`src/rtl/riscv_pkg.sv`:
```
// riscv_pkg: shared RV64 pipeline constants for ALU function codes and register indices
package riscv_pkg;
  localparam logic [6:0] FUNCT7_BASE = 7'b0000000;
  localparam logic [6:0] FUNCT7_ALT  = 7'b0100000;
  localparam logic [2:0] FUNCT3_ADD  = 3'b000;
  localparam logic [2:0] FUNCT3_SR   = 3'b101;
  localparam logic [4:0] REG_ZERO    = 5'd0;
endpackage

```
`src/rtl/forward_mux.sv`:
```
// forward_mux: picks the freshest value of one source register from EX/MEM, MEM/WB or the held read data
module forward_mux
  import riscv_pkg::*;
#(
  parameter int XLEN = 64
) (
  input  logic [4:0]      i_src_addr,
  input  logic [XLEN-1:0] i_src_data,
  input  logic            i_exmem_reg_write,
  input  logic [4:0]      i_exmem_rd_addr,
  input  logic [XLEN-1:0] i_exmem_rd_data,
  input  logic            i_memwb_reg_write,
  input  logic [4:0]      i_memwb_rd_addr,
  input  logic [XLEN-1:0] i_memwb_rd_data,
  output logic [XLEN-1:0] o_data,
  output logic            o_exmem_hit
);
  logic w_memwb_hit;
  assign o_exmem_hit = i_exmem_reg_write && i_exmem_rd_addr != REG_ZERO && i_exmem_rd_addr == i_src_addr;
  assign w_memwb_hit = i_memwb_reg_write && i_memwb_rd_addr != REG_ZERO && i_memwb_rd_addr == i_src_addr;
  assign o_data = o_exmem_hit ? i_exmem_rd_data : w_memwb_hit ? i_memwb_rd_data : i_src_data;
endmodule

```
`src/rtl/id_ex_stage.sv`:
```
// id_ex_stage: decode-to-execute pipeline register with forwarding, load-use stall and ALU function normalisation
module id_ex_stage
  import riscv_pkg::*;
#(
  parameter int XLEN  = 64,
  parameter int CNT_W = 32
) (
  input  logic             clk,
  input  logic             rst_n,
  input  logic             i_flush,
  input  logic             i_dec_valid,
  output logic             o_dec_ready,
  input  logic [2:0]       i_dec_funct3,
  input  logic [6:0]       i_dec_funct7,
  input  logic [4:0]       i_dec_rs1_addr,
  input  logic [4:0]       i_dec_rs2_addr,
  input  logic [4:0]       i_dec_rd_addr,
  input  logic [XLEN-1:0]  i_dec_rs1_data,
  input  logic [XLEN-1:0]  i_dec_rs2_data,
  input  logic [XLEN-1:0]  i_dec_imm,
  input  logic             i_dec_alu_src,
  input  logic             i_dec_reg_write,
  input  logic             i_dec_mem_read,
  input  logic             i_dec_mem_write,
  input  logic             i_exmem_reg_write,
  input  logic             i_exmem_mem_read,
  input  logic [4:0]       i_exmem_rd_addr,
  input  logic [XLEN-1:0]  i_exmem_rd_data,
  input  logic             i_memwb_reg_write,
  input  logic [4:0]       i_memwb_rd_addr,
  input  logic [XLEN-1:0]  i_memwb_rd_data,
  output logic             o_ex_valid,
  input  logic             i_ex_ready,
  output logic [2:0]       o_ex_funct3,
  output logic [6:0]       o_ex_funct7,
  output logic [XLEN-1:0]  o_ex_rs1,
  output logic [XLEN-1:0]  o_ex_rs2,
  output logic [XLEN-1:0]  o_ex_store_data,
  output logic [4:0]       o_ex_rd_addr,
  output logic             o_ex_reg_write,
  output logic             o_ex_mem_read,
  output logic             o_ex_mem_write,
  output logic [CNT_W-1:0] o_stall_cycles
);
  logic             r_valid, r_alu_src, r_reg_write, r_mem_read, r_mem_write;
  logic [2:0]       r_funct3;
  logic [6:0]       r_funct7;
  logic [4:0]       r_rs1_addr, r_rs2_addr, r_rd_addr;
  logic [XLEN-1:0]  r_rs1_data, r_rs2_data, r_imm;
  logic [CNT_W-1:0] r_stall;
  logic [XLEN-1:0]  w_rs1_fwd, w_rs2_fwd;
  logic             w_rs1_hit, w_rs2_hit, w_hazard, w_fire, w_load, w_mem;

  forward_mux #(.XLEN(XLEN)) u_fwd_rs1 (
    .i_src_addr(r_rs1_addr), .i_src_data(r_rs1_data),
    .i_exmem_reg_write(i_exmem_reg_write), .i_exmem_rd_addr(i_exmem_rd_addr), .i_exmem_rd_data(i_exmem_rd_data),
    .i_memwb_reg_write(i_memwb_reg_write), .i_memwb_rd_addr(i_memwb_rd_addr), .i_memwb_rd_data(i_memwb_rd_data),
    .o_data(w_rs1_fwd), .o_exmem_hit(w_rs1_hit)
  );
  forward_mux #(.XLEN(XLEN)) u_fwd_rs2 (
    .i_src_addr(r_rs2_addr), .i_src_data(r_rs2_data),
    .i_exmem_reg_write(i_exmem_reg_write), .i_exmem_rd_addr(i_exmem_rd_addr), .i_exmem_rd_data(i_exmem_rd_data),
    .i_memwb_reg_write(i_memwb_reg_write), .i_memwb_rd_addr(i_memwb_rd_addr), .i_memwb_rd_data(i_memwb_rd_data),
    .o_data(w_rs2_fwd), .o_exmem_hit(w_rs2_hit)
  );

  // rs2 only matters for a load-use stall when it feeds the ALU or the store data
  assign w_hazard    = r_valid && i_exmem_mem_read && (w_rs1_hit || ((!r_alu_src || r_mem_write) && w_rs2_hit));
  assign o_ex_valid  = r_valid && !w_hazard;
  assign w_fire      = o_ex_valid && i_ex_ready;
  assign o_dec_ready = !r_valid || w_fire;
  assign w_load      = i_dec_valid && o_dec_ready && !i_flush;

  always_ff @(posedge clk) begin
    if (!rst_n) begin
      r_valid     <= 1'b0;
      r_funct3    <= '0;
      r_funct7    <= '0;
      r_rs1_addr  <= '0;
      r_rs2_addr  <= '0;
      r_rd_addr   <= '0;
      r_rs1_data  <= '0;
      r_rs2_data  <= '0;
      r_imm       <= '0;
      r_alu_src   <= 1'b0;
      r_reg_write <= 1'b0;
      r_mem_read  <= 1'b0;
      r_mem_write <= 1'b0;
      r_stall     <= '0;
    end else begin
      if (w_hazard) r_stall <= r_stall + CNT_W'(1);
      if (i_flush) r_valid <= 1'b0;
      else if (w_load) begin
        r_valid     <= 1'b1;
        r_funct3    <= i_dec_funct3;
        r_funct7    <= i_dec_funct7;
        r_rs1_addr  <= i_dec_rs1_addr;
        r_rs2_addr  <= i_dec_rs2_addr;
        r_rd_addr   <= i_dec_rd_addr;
        r_rs1_data  <= i_dec_rs1_data;
        r_rs2_data  <= i_dec_rs2_data;
        r_imm       <= i_dec_imm;
        r_alu_src   <= i_dec_alu_src;
        r_reg_write <= i_dec_reg_write;
        r_mem_read  <= i_dec_mem_read;
        r_mem_write <= i_dec_mem_write;
      end else if (w_fire) r_valid <= 1'b0;
    end
  end

  // loads/stores compute an address add; shift-immediates carry the arithmetic bit in imm[10]
  assign w_mem           = r_mem_read || r_mem_write;
  assign o_ex_funct3     = w_mem ? FUNCT3_ADD : r_funct3;
  assign o_ex_funct7     = w_mem ? FUNCT7_BASE
                         : r_alu_src ? ((r_funct3 == FUNCT3_SR && r_imm[10]) ? FUNCT7_ALT : FUNCT7_BASE)
                         : r_funct7;
  assign o_ex_rs1        = w_rs1_fwd;
  assign o_ex_rs2        = r_alu_src ? r_imm : w_rs2_fwd;
  assign o_ex_store_data = w_rs2_fwd;
  assign o_ex_rd_addr    = r_rd_addr;
  assign o_ex_reg_write  = r_reg_write && o_ex_valid;
  assign o_ex_mem_read   = r_mem_read && o_ex_valid;
  assign o_ex_mem_write  = r_mem_write && o_ex_valid;
  assign o_stall_cycles  = r_stall;
endmodule

```
`config.mk`:
```
export PLATFORM = sky130hd
export DESIGN_NAME = id_ex_stage
export DESIGN_NICKNAME = d
export VERILOG_FILES = /design/src/rtl/riscv_pkg.sv /design/src/rtl/forward_mux.sv /design/src/rtl/id_ex_stage.sv
export SDC_FILE = /design/constraint.sdc
export NUM_CORES = 1
export LEC_CHECK = 0
export ABC_AREA = 0
export BUFFER_PORTS_ARGS = -buffer_cell sky130_fd_sc_hd__buf_2
export CAP_MARGIN = 20
export CORE_AREA = 2 2 237 239
export CTS_BUF_LIST = sky130_fd_sc_hd__clkbuf_8
export CTS_CLUSTER_DIAMETER = 30
export DETAILED_ROUTE_END_ITERATION = 6
export DIE_AREA = 0 0 239 241
export GPL_TIMING_DRIVEN = 0
export PLACE_DENSITY = 0.58
export SLEW_MARGIN = 5
export SYNTH_ARGS = -nofsm -noshare
export SYNTH_HDL_FRONTEND = slang
export SYNTH_SLANG_ARGS = --single-unit
```
`constraint.sdc`:
```
create_clock -name clk -period 2.3 [get_ports clk]
set_clock_uncertainty 0.2 [all_clocks]
set_input_delay 0.23 -clock clk [delete_from_list [all_inputs] [get_ports clk]]
set_output_delay 0.23 -clock clk [all_outputs]
set_load 0.03 [all_outputs]
```
After elaboration in Yosys (flattened, before gate mapping)
Cells that the tools add are included.
{"block": "totals", "register_bits": 254}
{"block": "classes", "n_addsub": 1, "n_eq_ne": 5, "n_mux": 11, "bitwise": 2, "reduce_logical": 30}
{"cell": "64-bit two-way mux", "n": 5}
{"cell": "32-bit by 1-bit adder with 32-bit output (second input constant)", "n": 1}
{"cell": "5-bit == test", "n": 4}
{"cell": "1-bit logical AND", "n": 17}
{"cell": "7-bit two-way mux", "n": 2}
{"cell": "5-bit nonzero test", "n": 2}
{"cell": "6-bit two-way mux", "n": 1}
{"cell": "1-bit zero test", "n": 4}
{"cell": "1-bit logical OR", "n": 4}
{"cell": "3-bit == test (second input constant)", "n": 1}
{"cell": "3-bit two-way mux", "n": 1}
{"cell": "1-bit two-way mux", "n": 2}
{"cell": "1-bit NOT", "n": 2}
{"cell": "2-bit AND reduction", "n": 1}
{"cell": "2-bit nonzero test", "n": 1}
{"cell": "2-bit OR reduction", "n": 1}

Depth between registers and ports, before layout
{"block": "depth", "ltp_word": 13, "ltp_mapped": 9, "mapped_depth_nobuf": 6}

Modules after synthesis
Synthesis repeated with hierarchy kept, for this count alone.
{"block": "unflattened", "cells_unflattened": 1928, "area_unflattened_um2": 15700.1}
{"module": "id_ex_stage", "instances": 1, "cells_per_inst": 1232, "area_each_um2": 10560.1, "seq_area_each_um2": 5084.9}
{"module": "forward_mux", "instances": 2, "cells_per_inst": 348, "area_each_um2": 2570.0, "seq_area_each_um2": 0.0}

Least setup slack after synthesis
OpenSTA, ideal clock, no wires.
{"block": "synth_path", "path_kind": "input port to output port", "start": "in i_memwb_rd_addr[0]", "end": "out o_ex_rs2[10]", "arrival_time_ps": 2458, "required_time_ps": 1870, "path_slack_ps": -588, "stages": 8, "path_buffers": 2, "cell_sequence": "or4_1 -> o21ai_0 -> nor4_1 -> buf_2 -> buf_2 -> mux2i_1 -> a21oi_1 -> mux2_2"}
{"block": "synth_via", "elab_chain_len": 6, "elab_cells_between_ends": 7, "classes_between": "1 x eq/ne; 3 x mux; 3 x reduce/logical"}
{"element": "start: declaration", "line_no": "id_ex_stage.sv:30", "source": "input logic [4:0] i_memwb_rd_addr,"}
{"element": "5-bit nonzero test", "line_no": "forward_mux.sv:20", "source": "assign w_memwb_hit = i_memwb_reg_write && i_memwb_rd_addr != REG_ZERO && i_memwb_rd_addr == i_src_addr;"}
{"element": "1-bit logical AND", "line_no": "forward_mux.sv:20"}
{"element": "1-bit logical AND *", "line_no": "forward_mux.sv:20"}
{"element": "64-bit two-way mux * (2 in a row)", "line_no": "forward_mux.sv:21", "source": "assign o_data = o_exmem_hit ? i_exmem_rd_data : w_memwb_hit ? i_memwb_rd_data : i_src_data;"}
{"element": "via o_ex_store_data[10]", "line_no": "id_ex_stage.sv:38", "source": "output logic [XLEN-1:0] o_ex_store_data,"}
{"element": "64-bit two-way mux *", "line_no": "id_ex_stage.sv:118", "source": "assign o_ex_rs2 = r_alu_src ? r_imm : w_rs2_fwd;"}
{"element": "end: declaration", "line_no": "id_ex_stage.sv:37", "source": "output logic [XLEN-1:0] o_ex_rs2,"}
Mark *: on every way through the listed nets, which the timed path passes. The rest lies on a longest branch.

Final worst setup path
{"block": "layout_path", "start": "reg r_rs2_addr[4]", "end": "out o_ex_rs2[3]"}
{"block": "layout_via", "elab_chain_len": 5, "elab_cells_between_ends": 7, "classes_between": "2 x eq/ne; 3 x mux; 2 x reduce/logical"}
{"element": "start: declaration", "line_no": "id_ex_stage.sv:48", "source": "logic [4:0] r_rs1_addr, r_rs2_addr, r_rd_addr;"}
{"element": "start signal: assignment", "line_no": "id_ex_stage.sv:98", "source": "r_rs2_addr <= i_dec_rs2_addr;"}
{"element": "5-bit == test", "line_no": "forward_mux.sv:20"}
{"element": "1-bit logical AND", "line_no": "forward_mux.sv:20"}
{"element": "64-bit two-way mux", "line_no": "forward_mux.sv:21"}
{"element": "64-bit two-way mux *", "line_no": "forward_mux.sv:21"}
{"element": "64-bit two-way mux *", "line_no": "id_ex_stage.sv:118"}
Every way passes the cells marked *; elsewhere a longest branch is shown, timed or not.

==> flow_summary.json <==
{
  "worstSkewPairLatency_ns": 0.64,
  "drtPass1Iterations": 5,
  "clk_transition_reported_paths_ns": 0.05,
  "setup_viol_count_final": 444,
  "least_setup_slack_across_all_paths_after_layout_ns": -0.975,
  "critPathMostFrequentCell": "sky130_fd_sc_hd__buf_4",
  "p_leak_uw": 0.0108,
  "cts.sinks": 254,
  "final_net_count": 3043,
  "synth_enable_flop_cells": 0,
  "p_int_uw": 11000,
  "setup.worst_path.end_class": "primary output",
  "detailedRoute.firstIterationViolations": 876,
  "synth.distinct_cells": 42,
  "violated_checks": "setup timing",
  "buffer_ports.inserted": 610,
  "initial_core_util_pct": 25.8,
  "synthesis.instances": 1712,
  "share_comb_of_total_power_pct": 21.6,
  "route.antenna.remaining_nets": 0,
  "yosys_register_bits": 254,
  "gr-usage-met3_pct": 5.34,
  "min_period_ns": 3.27,
  "grt_pass1_wl_mm": 105,
  "met1_usage_pct": 28.6,
  "die_y_um": 241,
  "cpMaxStageDelayCell": "sky130_fd_sc_hd__dfxtp_2",
  "tightest_slew_ns": 1.14,
  "final_max_slew_viol_count": 0,
  "grt_remaining_overflow": 0,
  "tritoncts": "yes",
  "p_per_area_mw_per_mm2": 615,
  "final_cell_area_sq_mm": 0.0257,
  "route.final.wire_length_mm": 75.8,
  "grt_util_all_layers_pct": 24.7,
  "num_vias": 16600,
  "detailed_place.area_sq_mm": 0.0195,
  "yosysMostFrequentCell": "sky130_fd_sc_hd__nand2_1",
  "floorplan.rows": 86,
  "post_synth_most_frequent_cells": "sky130_fd_sc_hd__nand2_1 (527), sky130_fd_sc_hd__mux2i_1 (350), sky130_fd_sc_hd__dfxtp_1 (254)",
  "cp.buffers_inverters": 5,
  "synth-main-ff-cell": "sky130_fd_sc_hd__dfxtp_1",
  "finalNonFillerCells": 3446,
  "timing.max_cap.violations": 0,
  "synth_warnings": 0,
  "worst_path_largest_cell_delay_ns": 0.34,
  "cpLargestDelayFamily": "buffers and inverters",
  "min_path_type": "primary input to flip-flop",
  "mean_instance_size_in_the_synthesized_netlist_sq_um": 8.26,
  "grtUsageMet2_pct": 43.9,
  "highest_attainable_clock_frequency_mhz": 305,
  "grt_pass1_vias": 17200,
  "drive_above_1_share_pct": 41.0,
  "critPathKind": "flip-flop to primary output",
  "outcome": "complete, but fails checks",
  "critical_path_peak_fanout": 5,
  "grt_setup_unrepaired": "yes",
  "crit_arrival_ns": 2.84,
  "number_of_antenna_violations_at_the_first_check_in_global_routing": 9,
  "cts-root-to-sink-buffers": 3,
  "cp.required_ns": 1.87,
  "path_cells": "xnor2_2 -> nand3_2 -> nor4_4 -> buf_4 -> buf_4 -> buf_12 -> buf_16 -> mux2i_4 -> a21oi_4 -> mux2_4 -> buf_4",
  "dominant_cells_by_area_after_synthesis": "sky130_fd_sc_hd__dfxtp_1 (36%), sky130_fd_sc_hd__mux2i_1 (25%), sky130_fd_sc_hd__nand2_1 (14%)",
  "top_level_ports": 611,
  "post_drt_via_cell_ratio": 4.83,
  "report.final.hold_viol_count": 0,
  "async_reset_ff_share_pct": 0,
  "power_frac_seq_pct": 30.3,
  "synthesis.area_sq_mm": 0.0141,
  "fraction_of_the_cycle_the_final_worst_path_needs_pct": 142,
  "synthDominantAreaCellType": "sky130_fd_sc_hd__dfxtp_1",
  "place.detailed.instances": 3029,
  "p_clk_share_pct": 48.0,
  "dp_worst_setup_slack_ns": -1.43,
  "grt_start_max_net_pins": 11,
  "die_area_sq_mm": 0.0576,
  "cts-htree-levels": 3,
  "synth_fp_nets": 2080,
  "sum_of_net_half_perimeters_after_detailed_placement_mm": 56.1,
  "sequential_fraction_of_the_synthesis_area_pct": 36.0,
  "area_growth_from_synthesis_to_layout_pct": 81.5,
  "netSwitchingPower_uw": 4810,
  "gp_congestion": 0.996,
  "design.core.area_sq_mm": 0.0549,
  "fp.dieW_um": 239,
  "clockRootBuffer": "sky130_fd_sc_hd__clkbuf_8",
  "ir_drop_mv": 0.500,
  "number_of_buffers_created_by_cts": 79,
  "synthDominantCellAreaShare_pct": 36.0,
  "global_route.peak_usage_layer": "met2",
  "worst_setup_path_start_kind": "flip-flop",
  "swShare_pct": 30.5,
  "drc": 0,
  "wire_per_inst_um": 22.0,
  "max_slew_margin_pct": 23.9
}
==> tightest hold or removal path, cell delays in order <==
cell and delay, ns:
sky130_fd_sc_hd__buf_2 0.10, sky130_fd_sc_hd__o21a_1 0.17, sky130_fd_sc_hd__nand3_2 0.13, sky130_fd_sc_hd__a21oi_2 0.08, sky130_fd_sc_hd__nand2_1 0.07, sky130_fd_sc_hd__a21oi_1 0.05
==> cells by family (layout without fill, tap and decap cells) <==
| logic type | Yosys count | count (layout) | share of synthesized area [%] |
|---|---|---|---|
| multiplexers | 414 | 414 | 29.9 |
| buffers and inverters | 139 | 1164 | 5.42 |
| XOR/XNOR | 24 | 24 | 1.49 |
| AO/OA/AOI/OAI | 188 | 188 | 7.18 |
| other | 0 | 5 | 0 |
| AND/OR/NAND/NOR | 692 | 692 | 20.0 |
| flip-flops | 254 | 254 | 36.0 |
| adder cells (fa/ha/maj) | 1 | 1 | 0.0885 |
==> registers in the layout (all words and copies together) (netlist names) <==
name            flops
r_mem_read          1
r_rs1_addr          5
r_funct3            3
r_rs1_data         64
o_stall_cycles     32
r_rs2_data         64
r_reg_write         1
r_imm              64
r_alu_src           1
o_ex_rd_addr        5
r_mem_write         1
r_rs2_addr          5
r_funct7            7
r_valid             1
==> layer usage <==
metal	routed length, um	vias up
met1	30800	7930
li1	-	7819
met2	37500	705
met4	3030	8
met5	48	-
met3	4370	170
==> cell type report <==
| type | count | area [sq um] |
|---|---|---|
| Fill cell | 5150 | 29200 |
| Multi-Input combinational cell | 1319 | 10300 |
| Timing Repair Buffer | 883 | 6430 |
| Sequential cell | 254 | 5100 |
| Clock buffer | 92 | 1270 |
| Buffer | 131 | 1160 |
| Tap cell | 704 | 881 |
| Clock inverter | 51 | 544 |
| Inverter | 7 | 26.3 |
| Antenna cell | 5 | 12.5 |
==> layout by cell type (no fill, tap or decap), types with 58 or more instances in the layout <==
cell type | Yosys | layout
sky130_fd_sc_hd__buf_2 | 24 | 519
sky130_fd_sc_hd__nand2_1 | 527 | 517
sky130_fd_sc_hd__mux2i_1 | 350 | 286
sky130_fd_sc_hd__dfxtp_1 | 254 | 246
sky130_fd_sc_hd__dlygate4sd3_1 | 0 | 226
sky130_fd_sc_hd__clkbuf_8 | 0 | 100
sky130_fd_sc_hd__buf_6 | 10 | 79
sky130_fd_sc_hd__nor2_1 | 79 | 78
sky130_fd_sc_hd__buf_4 | 4 | 64
sky130_fd_sc_hd__mux2i_4 | 0 | 63
sky130_fd_sc_hd__a21oi_4 | 0 | 63
sky130_fd_sc_hd__mux2_4 | 0 | 63
sky130_fd_sc_hd__clkbuf_1 | 82 | 58
==> through the flow <==
stage / utilization [%] / power (uW) / hold WS [ns] / TNS, ns
after floorplan: - / 6510 / 0.109 / -15.67
after global placement: 35.5 / 7580 / 0.231 / -304.75
after detailed placement: 35.6 / 7620 / 0.233 / -304.87
after CTS: 45.2 / 15800 / -0.00538 / -249.59
after global routing: 46.8 / 16400 / 0.0535 / -306.24
final: 46.8 / 15800 / 0.0576 / -249.19
==> path summary, 6_finish.rpt <==
check                    startpoint                end  slack [ns]  cells past startpoint
setup / recovery      r_rs2_addr[4]        o_ex_rs2[3]       -0.97                     11
hold / removal    i_exmem_reg_write  o_stall_cycles[1]        0.06                      6
setup reg to reg      r_rs2_addr[4]     r_rs2_data[11]       -0.38                     10
hold reg to reg       r_rs1_data[7]      r_rs1_data[7]        0.25                      2
==> what timing repair did <==
action                     CTS  global route
hold endpoints to repair   234             0
cloned                       5             6
pin swaps                    9            14
resized for setup          230           171
buffers inserted            23            11
setup endpoints to repair  454           453
hold buffers               226             0
==> power by group through the flow <==
stage	Sequential (uW)	Combinational (uW)	Clock, uW
5_1_grt	4810	3590	7970
2_1_floorplan	4800	1710	0
4_1_cts	4780	3250	7730
3_3_place_gp	4850	2730	0
6_report	4790	3420	7580
3_5_place_dp	4860	2760	0
Power figures use the tool's default switching activity.
